## config.mk

```make
export PLATFORM = sky130hd
export DESIGN_NAME = regfile_32x64
export DESIGN_NICKNAME = d
export VERILOG_FILES = /design/src/rtl/regfile_pkg.sv /design/src/rtl/regfile_write_decoder.sv /design/src/rtl/regfile_32x64.sv
export SDC_FILE = /design/constraint.sdc
export NUM_CORES = 2
export LEC_CHECK = 0
export ABC_AREA = 1
export BUFFER_PORTS_ARGS = -buffer_cell sky130_fd_sc_hd__buf_2
export CAP_MARGIN = 20
export CORE_ASPECT_RATIO = 0.5
export CORE_MARGIN = 8
export CORE_UTILIZATION = 50
export CTS_CLUSTER_DIAMETER = 40
export CTS_CLUSTER_SIZE = 40
export DETAILED_ROUTE_END_ITERATION = 10
export HOLD_SLACK_MARGIN = 0.12
export PLACE_DENSITY = 0.62
export REMOVE_ABC_BUFFERS = 1
export SYNTH_ARGS = -nofsm -noshare
export SYNTH_HDL_FRONTEND = slang
export SYNTH_HIERARCHICAL = 1
export SYNTH_SLANG_ARGS = --single-unit
```

## constraint.sdc

```tcl
create_clock -name clk_i -period 6.6 [get_ports clk_i]
set_clock_uncertainty 0.15 [all_clocks]
set_input_delay 1.32 -clock clk_i [delete_from_list [all_inputs] [get_ports clk_i]]
set_output_delay 1.32 -clock clk_i [all_outputs]
set_load 0.02 [all_outputs]
```

## src/rtl/regfile_pkg.sv

```systemverilog
`default_nettype none
// ============================================================================
//  Module      : regfile_pkg
//  Description : Shared sizing constants and types for the 32x64 integer
//                register file.
//  Revision    : 1.0  initial release
// ============================================================================
package regfile_pkg;

  localparam int REGFILE_DATA_WIDTH = 64;
  localparam int REGFILE_NUM_REGS   = 32;
  localparam int REGFILE_ADDR_WIDTH = 5;
  localparam int REGFILE_ZERO_REG   = 31;

  typedef logic [REGFILE_ADDR_WIDTH-1:0] reg_addr_t;
  typedef logic [REGFILE_DATA_WIDTH-1:0] reg_data_t;

endpackage : regfile_pkg
`default_nettype wire

```

## src/rtl/regfile_write_decoder.sv

```systemverilog
`default_nettype none
// ============================================================================
//  Module      : regfile_write_decoder
//  Description : Turns a write address plus enable into a one-hot per-entry
//                write-enable vector. The zero-register bit never asserts.
//  Revision    : 1.0  initial release
// ============================================================================
module regfile_write_decoder
  import regfile_pkg::*;
#(
  parameter int NUM_REGS   = REGFILE_NUM_REGS,
  parameter int ADDR_WIDTH = REGFILE_ADDR_WIDTH,
  parameter int ZERO_REG   = REGFILE_ZERO_REG
) (
  input  logic                  i_en,
  input  logic [ADDR_WIDTH-1:0] i_addr,
  output logic [NUM_REGS-1:0]   o_we
);

  genvar gi;
  generate
    for (gi = 0; gi < NUM_REGS; gi = gi + 1) begin : g_bit
      if (gi == ZERO_REG) begin : g_zero
        // Hardwired-zero entry can never be written.
        assign o_we[gi] = 1'b0;
      end else begin : g_norm
        assign o_we[gi] = i_en && (i_addr == ADDR_WIDTH'(gi));
      end
    end
  endgenerate

endmodule : regfile_write_decoder
`default_nettype wire

```

## src/rtl/regfile_32x64.sv

```systemverilog
`default_nettype none
// ============================================================================
//  Module      : regfile_32x64
//  Description : 32-entry x 64-bit architectural register file. Two
//                combinational read ports with same-cycle write bypass, one
//                synchronous write port, entry 31 hardwired to zero.
//  Revision    : 1.0  initial release
// ============================================================================
module regfile_32x64
  import regfile_pkg::*;
#(
  parameter int DATA_WIDTH = REGFILE_DATA_WIDTH,
  parameter int NUM_REGS   = REGFILE_NUM_REGS,
  parameter int ADDR_WIDTH = REGFILE_ADDR_WIDTH,
  parameter int ZERO_REG   = REGFILE_ZERO_REG
) (
  input  logic                  clk_i,
  input  logic                  reset_i,
  input  logic                  write_en_i,
  input  logic [ADDR_WIDTH-1:0] write_addr_i,
  input  logic [DATA_WIDTH-1:0] write_data_i,
  input  logic [ADDR_WIDTH-1:0] read_addr_a_i,
  input  logic [ADDR_WIDTH-1:0] read_addr_b_i,
  output logic [DATA_WIDTH-1:0] read_data_a_o,
  output logic [DATA_WIDTH-1:0] read_data_b_o
);

  localparam logic [ADDR_WIDTH-1:0] c_ZERO_ADDR = ADDR_WIDTH'(ZERO_REG);

  logic [DATA_WIDTH-1:0] r_regs [NUM_REGS];
  logic [NUM_REGS-1:0]   w_we;
  logic [DATA_WIDTH-1:0] w_mux_a;
  logic [DATA_WIDTH-1:0] w_mux_b;
  logic                  w_byp_a;
  logic                  w_byp_b;

  regfile_write_decoder #(
    .NUM_REGS   (NUM_REGS),
    .ADDR_WIDTH (ADDR_WIDTH),
    .ZERO_REG   (ZERO_REG)
  ) u_wdec (
    .i_en   (write_en_i),
    .i_addr (write_addr_i),
    .o_we   (w_we)
  );

  genvar gi;
  generate
    for (gi = 0; gi < NUM_REGS; gi = gi + 1) begin : g_entry
      // Per-entry storage: reset clears, otherwise load only when selected.
      always_ff @(posedge clk_i) begin
        if (reset_i) begin
          r_regs[gi] <= '0;
        end else if (w_we[gi]) begin
          r_regs[gi] <= write_data_i;
        end
      end
    end
  endgenerate

  // Read selection for both ports; unmatched addresses fall back to zero so
  // the outputs are always fully defined.
  always_comb begin
    w_mux_a = '0;
    w_mux_b = '0;
    for (int i = 0; i < NUM_REGS; i++) begin
      if (read_addr_a_i == ADDR_WIDTH'(i)) w_mux_a = r_regs[i];
      if (read_addr_b_i == ADDR_WIDTH'(i)) w_mux_b = r_regs[i];
    end
  end

  // Bypass is held off during reset because the pending write will be dropped.
  assign w_byp_a = write_en_i && !reset_i && (write_addr_i == read_addr_a_i);
  assign w_byp_b = write_en_i && !reset_i && (write_addr_i == read_addr_b_i);

  // Zero-register override takes precedence over both bypass and storage.
  always_comb begin
    if (read_addr_a_i == c_ZERO_ADDR) read_data_a_o = '0;
    else if (w_byp_a)                 read_data_a_o = write_data_i;
    else                              read_data_a_o = w_mux_a;

    if (read_addr_b_i == c_ZERO_ADDR) read_data_b_o = '0;
    else if (w_byp_b)                 read_data_b_o = write_data_i;
    else                              read_data_b_o = w_mux_b;
  end

endmodule : regfile_32x64
`default_nettype wire
```

==> impl_metrics.tcl <==
set metrics [dict create \
    cp_max_fo 14 \
    hp-start "write_data_i[21]" \
    drt-initial-drc-count 16992 \
    violations "setup timing" \
    crit_top_cell "nand4_1" \
    endpoint_kind "output pin" \
    utilization_pct 56.6 \
    hp-class "in -> reg" \
    regMostFlops "r_regs" \
    layout_setup_ws_ps -43.3 \
    ios 210 \
    leakagePower_nw 46.7 \
    start_util_pct 50.1 \
    power_mw 30.1 \
    grt_pass1_wl_um 577000 \
    yosysWarnings 6 \
    coreArea_sq_mm 0.206 \
    viasPerCell 6.03 \
    status "finished, violations left" \
    antenna_found_initial 9 \
    cp-startpoint "read_addr_a_i[3]" \
    hold_viol_final 0 \
    post-dp-hpwl_um 260000 \
    cts_buffers 188 \
    instances_no_fill 15484 \
    rsz0062_at_grt "yes" \
    cp-start-kind "primary input" \
    synth_area_per_cell_sq_um 8.22 \
    nets 12653 \
    worstPathRequired_ps 5130 \
    wl_per_cell_um 26.5 \
    drt_wl_total_um 410000 \
    setup_viol 5 \
    powerDensity_mw_per_mm2 258 \
    reg_top3 "r_regs: 1984 flops" \
    final_max_slew_viol_count 0 \
    grt_start_max_net_pins 98 \
    min_period_over_period_pct 101 \
    ctsHtreeMaxLevel 4 \
    clock_path_buffers 4 \
    ant_nets 0 \
    first_pass_iters 7 \
    place.gp.congestion 0.943 \
    max_slew_margin_pct 22.0 \
    die_area_sq_mm 0.222 \
    crit_slowest_cell "nand2_2" \
    grt_pass1_vias 83648 \
    seqCellArea_sq_mm 0.0596 \
    arrival_ps 5170 \
    cts_hold_buf 0 \
    min_period_ps 6640 \
    grt_usage_pct 35.0 \
    dieHeight_um 337 \
    die_x_um 658 \
    drive_gt1_share_pct 10.8 \
    multiInputGateArea_sq_mm 0.0370 \
    ir_drop_uv 189 \
    cap_violations 0 \
    overflow 0 \
    clockRootBuffer "clkbuf_16" \
    postSynthCellCount 12552 \
    worstHoldEndpoint "r_regs[1][469]" \
    synthesis.area_sq_mm 0.103 \
    critical_path_class "in -> out" \
    synthToLayoutAreaGrowth_pct 13.0 \
    cts.clk_slew.worst_paths_ps 90 \
    port_buffers 209 \
    crit_path_max_incr_delay_ps 290 \
    route.detailed.drc 0 \
    vias 93411 \
    fmax_ghz 0.151 \
    dp.cells 15073 \
    num-fill-cells 18417 \
    rows 118 \
    hold-path-cell-count 3 \
    cts_sinks 1984 \
    tightest_slew_ps 1170 \
    path_cells "clkbuf_4 > nor2_4 > nand2_2 > nor2_4 > buf_12 > nand2_1 > nand4_1 > nand2_2 > nand4_1 > nor2_2 > nand4_1 > nor2_2 > nand4_1 > nor2_2 > nand4_1 > nor2_2 > nand4_1 > nor2_2 > nand4_1 > nor2_1 > nor2_1 > buf_4" \
    cts_tree "yes" \
    largest_register_ffs 1984 \
]
==> worst max path at each step <==
stage / end / slack (ps) / cells after the start
2_1_floorplan: read_data_a_o[0] / -2940 / 6
3_3_place_gp: read_data_b_o[59] / -150 / 22
3_5_place_dp: read_data_b_o[4] / -140 / 26
4_1_cts: read_data_b_o[4] / 10 / 26
5_1_grt: read_data_a_o[25] / -110 / 23
6_report: read_data_a_o[25] / -40 / 22
==> placed cells by master, fill, tap and decap left out, types with 7 or more instances in the layout <==
master         n
inv_1       1035
o21ai_0      246
inv_6         33
buf_6         14
buf_2        197
clkbuf_16    200
clkinv_8      22
nor2_4        44
or2_4         14
nand2_4       16
inv_8         17
a21oi_1      380
nand3b_1       7
clkinv_4      14
nor2_1      3274
nor2_2        53
nand2_1     3269
clkinv_2      10
nand4_1      898
edfxtp_1    1984
buf_12        74
bufinv_16     14
nand3_1      209
buf_4        399
inv_2         17
nor3_2         8
or2_2        143
inv_4          7
clkinvlp_4    15
clkinv_1      21
nand2_2       42
==> final cells by class <==
class / count / area share [%]
inverters: 1064 / 3.44
diodes: 6 / 0.0129
flip-flops and latches: 1984 / 51.1
well taps: 2760 / 2.96
multi-input cells: 8625 / 31.8
clock buffers: 194 / 4.05
repair buffers: 708 / 5.27
clock inverters: 143 / 1.40
==> worst max-delay path, delay by kind of cell <==
| family | cells | cell delay (ps) |
|---|---|---|
| buf+inv | 3 | 560 |
| simple gates | 19 | 3280 |
==> what timing repair did <==
item                                   4_1_cts  5_1_grt
gates cloned                                 0       16
pin swaps                                    0      105
setup endpoints to repair                   20      109
gates resized for setup                      2      174
endpoints found under the hold margin        0        0
buffers inserted                             0       52
==> stage by stage <==
step	area, sq um	setup TNS [ps]	hold slack [ps]	setup slack (ps)
floorplan	99800	-331680	1710	-2940
global placement	109000	-769	1800	-153
detailed placement	109000	-1110	1810	-141
CTS	115000	0	898	14.4
global route	117000	-1090	941	-114
finish	117000	-102	936	-43.3
==> routing by layer <==
layer / wire, um / global-route usage (%)
met1: 167000 / 53.0
met2: 161000 / 47.9
met3: 70200 / 11.4
met4: 11700 / 9.10
met5: 149 / 0
==> where the power goes <==
part           internal (mW)  total [mW]  switching [mW]  leakage [nW]
clock network           6.00        11.6            5.61          3.06
logic                  0.841        3.62            2.78          24.7
registers               14.6        14.9           0.347          18.9
total                   21.4        30.1            8.74          46.7
(Power assumes the default switching activity.)
